`src/rtl/mem_arbiter_if.sv`:
```
`default_nettype none
// ============================================================================
// Module      : mem_arbiter_if
// Description : picorv32-style native memory port (valid/ready handshake).
// Revision    : 1.0 - initial release
// ============================================================================
interface mem_arbiter_if;
    logic        valid;
    logic        instr;
    logic [31:0] addr;
    logic [31:0] wdata;
    logic [3:0]  wstrb;
    logic        ready;
    logic [31:0] rdata;

    // master issues requests; slave answers with ready/rdata
    modport master (
        output valid, instr, addr, wdata, wstrb,
        input  ready, rdata
    );

    modport slave (
        input  valid, instr, addr, wdata, wstrb,
        output ready, rdata
    );
endinterface
`default_nettype wire

```
`src/rtl/mem_arbiter.sv`:
```
`default_nettype none
// ============================================================================
// Module      : mem_arbiter
// Description : Round-robin two-requester arbiter for one native memory port,
//               one transfer per grant, with a bounded-wait timeout abort.
// Revision    : 1.0 - initial release
// ============================================================================
module mem_arbiter #(
    parameter int TIMEOUT = 16
) (
    input  logic          clk,
    input  logic          reset,
    mem_arbiter_if.slave  m0,
    mem_arbiter_if.slave  m1,
    mem_arbiter_if.master s,
    output logic [1:0]    grant,
    output logic          timeout
);
    // TIMEOUT=0 still needs a legal one-bit counter even though it never aborts
    localparam int                  c_WCNT_W   = (TIMEOUT > 0) ? $clog2(TIMEOUT + 1) : 1;
    localparam logic [c_WCNT_W-1:0] c_WCNT_MAX = c_WCNT_W'(TIMEOUT);
    localparam logic                c_TO_EN    = (TIMEOUT != 0);

    typedef enum logic [1:0] {
        IDLE = 2'b00,
        GNT0 = 2'b01,
        GNT1 = 2'b10
    } state_t;

    state_t              r_state;
    logic                r_last;
    logic [c_WCNT_W-1:0] r_wcnt;

    logic w_own0;
    logic w_own1;
    logic w_req_valid;
    logic w_done;
    logic w_abort;
    logic w_release;

    always_comb begin
        w_own0      = (r_state == GNT0);
        w_own1      = (r_state == GNT1);
        w_req_valid = (w_own0 & m0.valid) | (w_own1 & m1.valid);
        w_done      = w_req_valid & s.ready;
        // a completing s_ready in the limit cycle takes priority over the abort
        w_abort     = c_TO_EN & w_req_valid & ~s.ready & (r_wcnt == c_WCNT_MAX);
        w_release   = w_done | w_abort | ~w_req_valid;
    end

    always_comb begin
        s.valid  = 1'b0;
        s.instr  = 1'b0;
        s.addr   = 32'h0;
        s.wdata  = 32'h0;
        s.wstrb  = 4'h0;
        m0.ready = 1'b0;
        m0.rdata = 32'h0;
        m1.ready = 1'b0;
        m1.rdata = 32'h0;
        timeout  = 1'b0;
        if (!reset) begin
            if (w_own0) begin
                s.instr = m0.instr;
                s.addr  = m0.addr;
                s.wdata = m0.wdata;
                s.wstrb = m0.wstrb;
            end else if (w_own1) begin
                s.instr = m1.instr;
                s.addr  = m1.addr;
                s.wdata = m1.wdata;
                s.wstrb = m1.wstrb;
            end
            s.valid  = w_req_valid & ~w_abort;
            m0.ready = w_own0 & (w_done | w_abort);
            m1.ready = w_own1 & (w_done | w_abort);
            if (w_own0 && w_done) begin
                m0.rdata = s.rdata;
            end
            if (w_own1 && w_done) begin
                m1.rdata = s.rdata;
            end
            timeout  = w_abort;
        end
    end

    assign grant = r_state;

    always_ff @(posedge clk) begin
        if (reset) begin
            r_state <= IDLE;
            r_last  <= 1'b1;
            r_wcnt  <= '0;
        end else begin
            case (r_state)
                IDLE: begin
                    r_wcnt <= '0;
                    // on a tie the requester that did not own the port last wins
                    if (m0.valid && (!m1.valid || r_last)) begin
                        r_state <= GNT0;
                        r_last  <= 1'b0;
                    end else if (m1.valid) begin
                        r_state <= GNT1;
                        r_last  <= 1'b1;
                    end
                end
                default: begin
                    if (w_release) begin
                        r_state <= IDLE;
                        r_wcnt  <= '0;
                    end else begin
                        r_wcnt  <= r_wcnt + c_WCNT_W'(1);
                    end
                end
            endcase
        end
    end
endmodule
`default_nettype wire

```
`src/flat_wrapper.sv`:
```
// flat-port wrapper written by rule: the top's interface ports become plain ports
module mem_arbiter_flat 
#(
    parameter int TIMEOUT = 16
)
  (clk, reset, grant, timeout, m0_valid, m0_instr, m0_addr, m0_wdata, m0_wstrb, m0_ready, m0_rdata, m1_valid, m1_instr, m1_addr, m1_wdata, m1_wstrb, m1_ready, m1_rdata, s_valid, s_instr, s_addr, s_wdata, s_wstrb, s_ready, s_rdata);
  mem_arbiter_if m0_i ();
  mem_arbiter_if m1_i ();
  mem_arbiter_if s_i ();
  input  logic clk;
  input  logic reset;
  output logic [1:0] grant;
  output logic timeout;
  input wire logic [$bits(m0_i.valid)-1:0] m0_valid;
  input wire logic [$bits(m0_i.instr)-1:0] m0_instr;
  input wire logic [$bits(m0_i.addr)-1:0] m0_addr;
  input wire logic [$bits(m0_i.wdata)-1:0] m0_wdata;
  input wire logic [$bits(m0_i.wstrb)-1:0] m0_wstrb;
  output wire logic [$bits(m0_i.ready)-1:0] m0_ready;
  output wire logic [$bits(m0_i.rdata)-1:0] m0_rdata;
  input wire logic [$bits(m1_i.valid)-1:0] m1_valid;
  input wire logic [$bits(m1_i.instr)-1:0] m1_instr;
  input wire logic [$bits(m1_i.addr)-1:0] m1_addr;
  input wire logic [$bits(m1_i.wdata)-1:0] m1_wdata;
  input wire logic [$bits(m1_i.wstrb)-1:0] m1_wstrb;
  output wire logic [$bits(m1_i.ready)-1:0] m1_ready;
  output wire logic [$bits(m1_i.rdata)-1:0] m1_rdata;
  output wire logic [$bits(s_i.valid)-1:0] s_valid;
  output wire logic [$bits(s_i.instr)-1:0] s_instr;
  output wire logic [$bits(s_i.addr)-1:0] s_addr;
  output wire logic [$bits(s_i.wdata)-1:0] s_wdata;
  output wire logic [$bits(s_i.wstrb)-1:0] s_wstrb;
  input wire logic [$bits(s_i.ready)-1:0] s_ready;
  input wire logic [$bits(s_i.rdata)-1:0] s_rdata;
  assign m0_i.valid = m0_valid;
  assign m0_i.instr = m0_instr;
  assign m0_i.addr = m0_addr;
  assign m0_i.wdata = m0_wdata;
  assign m0_i.wstrb = m0_wstrb;
  assign m0_ready = m0_i.ready;
  assign m0_rdata = m0_i.rdata;
  assign m1_i.valid = m1_valid;
  assign m1_i.instr = m1_instr;
  assign m1_i.addr = m1_addr;
  assign m1_i.wdata = m1_wdata;
  assign m1_i.wstrb = m1_wstrb;
  assign m1_ready = m1_i.ready;
  assign m1_rdata = m1_i.rdata;
  assign s_valid = s_i.valid;
  assign s_instr = s_i.instr;
  assign s_addr = s_i.addr;
  assign s_wdata = s_i.wdata;
  assign s_wstrb = s_i.wstrb;
  assign s_i.ready = s_ready;
  assign s_i.rdata = s_rdata;
  mem_arbiter #(.TIMEOUT(TIMEOUT)) u_core (.clk(clk), .reset(reset), .m0(m0_i), .m1(m1_i), .s(s_i), .grant(grant), .timeout(timeout));
endmodule
```
`config.mk`:
```
export PLATFORM = sky130hd
export DESIGN_NAME = mem_arbiter_flat
export DESIGN_NICKNAME = d
export VERILOG_FILES = /design/src/rtl/mem_arbiter_if.sv /design/src/rtl/mem_arbiter.sv /design/src/flat_wrapper.sv
export SDC_FILE = /design/constraint.sdc
export NUM_CORES = 1
export LEC_CHECK = 0
export CORE_AREA = 2 2 124 126
export CTS_BUF_LIST = sky130_fd_sc_hd__clkbuf_8
export DETAILED_ROUTE_END_ITERATION = 8
export DIE_AREA = 0 0 126 128
export GPL_ROUTABILITY_DRIVEN = 0
export PLACE_DENSITY = 0.55
export SYNTH_ARGS = -nofsm -noshare
export SYNTH_HDL_FRONTEND = slang
export SYNTH_SLANG_ARGS = --single-unit
```
`constraint.sdc`:
```
create_clock -name clk -period 1.9 [get_ports clk]
set_clock_uncertainty 0.2 [all_clocks]
set_input_delay 0.38 -clock clk [delete_from_list [all_inputs] [get_ports clk]]
set_output_delay 0.38 -clock clk [all_outputs]
set_load 0.01 [all_outputs]
```
-- Word level (Yosys, flattened, before mapping)
Index checks and enable logic that the tools add are counted.
- register bits: 8
- latch bits: 0
- bits in writable memories: 0
- ROM bits: 0
- output and inout port bits: 139
- word-level logic and storage cells: 59
- memories kept: 0
- add/subtract/negate cells: 1
- multipliers: 0
- divide/modulo/power cells: 0
- $lt $le $gt $ge: 0
- equality and inequality tests: 4
- shift-type cells: 0
- mux-type cells: 26
- bitwise gates (word level): 14
- reduce and logical (&&, ||, !) cells: 11
- operators with widths (cell ; count):
    32-bit 2-to-1 mux ; 10
    4-bit 2-to-1 mux ; 3
    1-bit 2-to-1 mux ; 9
    1-bit AND ; 8
    2-bit 2-to-1 mux ; 4
    5-bit by 1-bit adder with 5-bit output (second input constant) ; 1
    5-bit equality test (second input constant) ; 1
    2-bit AND reduction ; 2
    2-bit nonzero test ; 2
    1-bit logical AND ; 3
    3-bit by 2-bit != test with 1-bit output (second input constant) ; 1
    1-bit inverter ; 3
    1-bit OR ; 3
    3-bit OR reduction ; 1
    2-bit by 1-bit equality test with 1-bit output (second input constant) ; 1
    2-bit equality test (second input constant) ; 1
    2-bit logical NOT ; 1
    1-bit logical NOT ; 1
    1-bit logical OR ; 1

-- Logic depth before layout (Yosys ltp)
- word-level depth: 9
- depth in mapped cells: 6

-- Worst setup path after synthesis
Ideal clock, no wire load.
- path type: in2out
- from: input port reset
- to: output port timeout
- data arrival time: 1.206 ns
- data required time: 1.320 ns
- slack: 0.114 ns
- stages: 4
- buffers on the path: 1
- path through: buf_4 > and4bb_2 > nor2_2 > nor3_1
- cells in the longest elaborated chain, start to end: 1
- RTL lines (what ; RTL line ; RTL):
    from (decl) ; flat_wrapper.sv:11 ; input logic reset;
    1-bit 2-to-1 mux ; mem_arbiter.sv:62 ; if (!reset) begin
    to (decl) ; flat_wrapper.sv:13 ; output logic timeout;
No other way between the ends.

-- Worst setup path after layout
- from: register u_core.r_state[0], in the netlist u_core.grant[0]
- to: output port s_addr[2]
- cells in the longest elaborated chain, start to end: 4
- RTL lines (what ; RTL line ; RTL):
    from (decl) ; mem_arbiter.sv:30 ; state_t r_state;
    from (signal assigned) ; mem_arbiter.sv:91 ; r_state <= IDLE;
    from (signal assigned) ; mem_arbiter.sv:100 ; r_state <= GNT0;
    from (signal assigned) ; mem_arbiter.sv:103 ; r_state <= GNT1;
    2-bit equality test ; mem_arbiter.sv:43 ; w_own1 = (r_state == GNT1);
    32-bit 2-to-1 mux ; mem_arbiter.sv:68 ; end else if (w_own1) begin
    32-bit 2-to-1 mux (*) ; mem_arbiter.sv:63 ; if (w_own0) begin
    32-bit 2-to-1 mux (*) ; mem_arbiter.sv:62 ;
    to (decl) ; flat_wrapper.sv:30 ; output wire logic [$bits(s_i.addr)-1:0] s_addr;
Mark *: on every way between the ends. The rest lies on a longest branch, timed or not.

==> results.json <==
{
  "final-setup-viol-count": 137,
  "synthesis.instances": 318,
  "grtUsageMet2": 0.335,
  "io_buffer_count": 313,
  "max_stage_delay_ns": 0.34,
  "grt_setup_unrepaired": "yes",
  "ys_seq_area_frac": 0.0860,
  "drtIter0Drc": 88,
  "grt_pass1_wl_mm": 21.9,
  "crit_fanout": 6,
  "syn_area_per_cell_sq_um": 5.86,
  "cts_buffer_depth": 2,
  "min_to": "u_core.r_wcnt[0]$_SDFF_PP0_",
  "drive_above_1_share": 0.526,
  "overflow": 0,
  "ant_nets": 0,
  "worstPathCellList": "and2b_4, buf_12, buf_8, buf_16, a22oi_2, nor2_1, buf_2",
  "cp.arrival_ns": 1.64,
  "cap_violations": 0,
  "track_usage": 0.169,
  "cts_root_buffer": "clkbuf_8",
  "hpwl_mm": 9.03,
  "worstSetupPathType": "register to output port",
  "fmax_mhz": 451,
  "totalWireLength_mm": 15.3,
  "r2r_setup_slack_ns": 0.28,
  "start_kind": "register",
  "drc": 0,
  "cp.buffers_inverters": 4,
  "violations": "negative setup slack",
  "dpl_cell_area_sq_mm": 0.00523,
  "finalSetupTns_ns": -23.22,
  "viasPerCell": 4.40,
  "crit_required_ns": 1.32,
  "grt_max_degree": 43,
  "worstSetupEndpointType": "output port",
  "synth_top_cell_by_area": "nor2_1",
  "die_w_um": 126,
  "cts-htree-levels": 1,
  "ys_ff_latch": 8,
  "io-pin-count": 314,
  "die_height_um": 128,
  "dr.pass1.iters": 4,
  "min_period_ns": 2.22,
  "min_from": "u_core.r_wcnt[0]$_SDFF_PP0_",
  "dpl.cell_count": 810,
  "final_cells": 889,
  "critPathSlowestCell": "dfxtp_2",
  "n_antenna_cell": 0,
  "clk_latency_ns": 0.22,
  "cts.sink_count": 8,
  "peakVddDrop_mv": 0.185,
  "design_area_sq_mm": 0.00679,
  "synth_top_area_share": 0.282,
  "reg2regPathDepth": 6,
  "areaGrowthSynthToFinish_pct": 265,
  "max_slew_margin": 0.703,
  "synthDistinctLibCells": 31,
  "yosysWarnings": 0,
  "grt.busiest_layer": "met2",
  "grt_pass1_vias": 4039,
  "r2r-end": "u_core.r_wcnt[3]$_SDFF_PP0_",
  "leakage_nw": 2.78,
  "rows": 45,
  "crit_family": "buffers and inverters",
  "drv_slew": 0,
  "hold_viol_final": 0,
  "netlist_area_sq_mm": 0.00186,
  "numCtsBuffers": 3,
  "post-route-util": 0.457,
  "ys_top_cells_by_area": "nor2_1 28%, a22oi_1 28%, dfxtp_1 8.6%, buf_6 8.5%, nand2_1 6.6%",
  "p_per_area_mw_per_mm2": 243,
  "total_power_mw": 1.65,
  "dr_total_vias": 3915,
  "timing.final.ws_setup_ns": -0.318,
  "rr_startpoint": "u_core.grant[0]$_SDFFE_PP0P_",
  "syn_nets": 495,
  "layout.nets": 880,
  "floorplan.initialDensity": 0.125,
  "tightestPinTransition_ns": 0.445,
  "use_met3": 0.0384,
  "status": "finished, violations left",
  "antenna_found_initial": 0,
  "wl_per_cell_um": 17.2,
  "holdPathStages": 2,
  "fin_crit_sh": 1.17,
  "use_met1": 0.185,
  "cts_tree": "built",
  "die_area_sq_mm": 0.0161,
  "hold_class": "register to register",
  "core-area_sq_mm": 0.0149,
  "clk_pin_slew_ns": 0.04
}
## synth_stat cells, drive strengths merged
master	instances
a2111oi	1
nand2b	1
nor2	141
a22oi	69
xnor2	1
nand3	4
buf	28
o211ai	1
and2	1
nor2b	2
and4bb	2
nor3	1
nand2	33
ha	2
nand4b	1
clkinv	1
o21ai	1
nand4bb	1
clkbuf	6
dfxtp	8
nand3b	1
or4b	1
and2b	1
inv	4
xor2	2
nor3b	3
a221oi	1
## routing by layer
metal / vias to the layer above / wire, um / part of all wire
met5: - / 0 / 0
met4: 0 / 168 / 0.011
met3: 14 / 1110 / 0.072
met2: 192 / 8440 / 0.55
met1: 1839 / 5530 / 0.36
li1: 1870 / - / -
## cell type report
| class | instances | area (sq um) |
|---|---|---|
| clock buffer | 3 | 41.3 |
| fill | 1418 | 8070 |
| inverter | 5 | 18.8 |
| multi-input combinational | 271 | 2110 |
| sequential | 8 | 163 |
| tap | 188 | 235 |
| timing repair buffer | 414 | 4230 |
## power breakdown
group / switching, mW / total [mW] / internal [mW]
Combinational: 0.511 / 1.27 / 0.762
Sequential: 0.00543 / 0.180 / 0.175
Clock: 0.0633 / 0.200 / 0.137
## logic make-up (layout without fill, tap and decap cells)
group / after synthesis / count (layout) / synth area share
and+or+nand+nor: 193 / 193 / 0.437
AOI/OAI and AO/OA: 73 / 73 / 0.300
buffers and inverters: 39 / 422 / 0.150
DFF: 8 / 8 / 0.0860
xor gates and xnor gates: 3 / 3 / 0.0141
adders and majority gates: 2 / 2 / 0.0134
## layout by cell type, fill, tap and decap left out, drive strengths merged
cell and instances:
nor3b 3, clkinv 1, buf 224, nand2 33
ha 2, nand2b 1, nor2 141, o21ai 1
dfxtp 8, nor3 1, a22oi 69, or4b 1
clkdlybuf4s15 16, nand3b 1, dlymetal6s2s 1, nand4bb 1
and4bb 2, inv 4, xnor2 1, o211ai 1
a2111oi 1, and2 1, clkbuf 3, clkdlybuf4s50 170
nand4b 1, nor2b 2, nand3 4, a221oi 1
xor2 2, and2b 1, dlygate4sd2 3
## worst min-delay path, stage by stage (launching register included)
cell	delay [ns]
dfxtp_1	0.32
buf_4	0.12
nor2_1	0.04
## worst max-delay path by stage
stage / startpoint / end / slack, ns / depth (start not counted)
2_1_floorplan: reset / timeout / 0.11 / 4
3_3_place_gp: m0_valid / m0_rdata[21] / -0.73 / 6
3_5_place_dp: m0_valid / m0_rdata[21] / -0.73 / 6
4_1_cts: u_core.grant[0]$_SDFFE_PP0P_ / s_addr[2] / -0.34 / 7
5_1_grt: u_core.grant[0]$_SDFFE_PP0P_ / s_addr[26] / -0.36 / 7
6_report: u_core.grant[0]$_SDFFE_PP0P_ / s_addr[2] / -0.32 / 7
## what timing repair did
item                                    CTS  global route
gates resized for setup                 721           106
pin swaps                                56            51
buffers inserted                         55            13
endpoints found under the hold margin     0             0
endpoints found under the setup margin  138           138
hold buffers                              0             0
cloned                                   18             0
## sequential cells by signal (all words and copies together), names as in the netlist
name           flops
u_core.r_wcnt      5
u_core.grant       2
u_core.r_last      1
## stage by stage
stage / setup slack, ns / hold slack (ns)
final: -0.318 / 0.315
after global placement: -0.726 / 0.289
after CTS: -0.336 / 0.298
after floorplan: 0.114 / 0.230
after detailed placement: -0.727 / 0.300
after global routing: -0.364 / 0.335
Power figures use the tool's default switching activity.
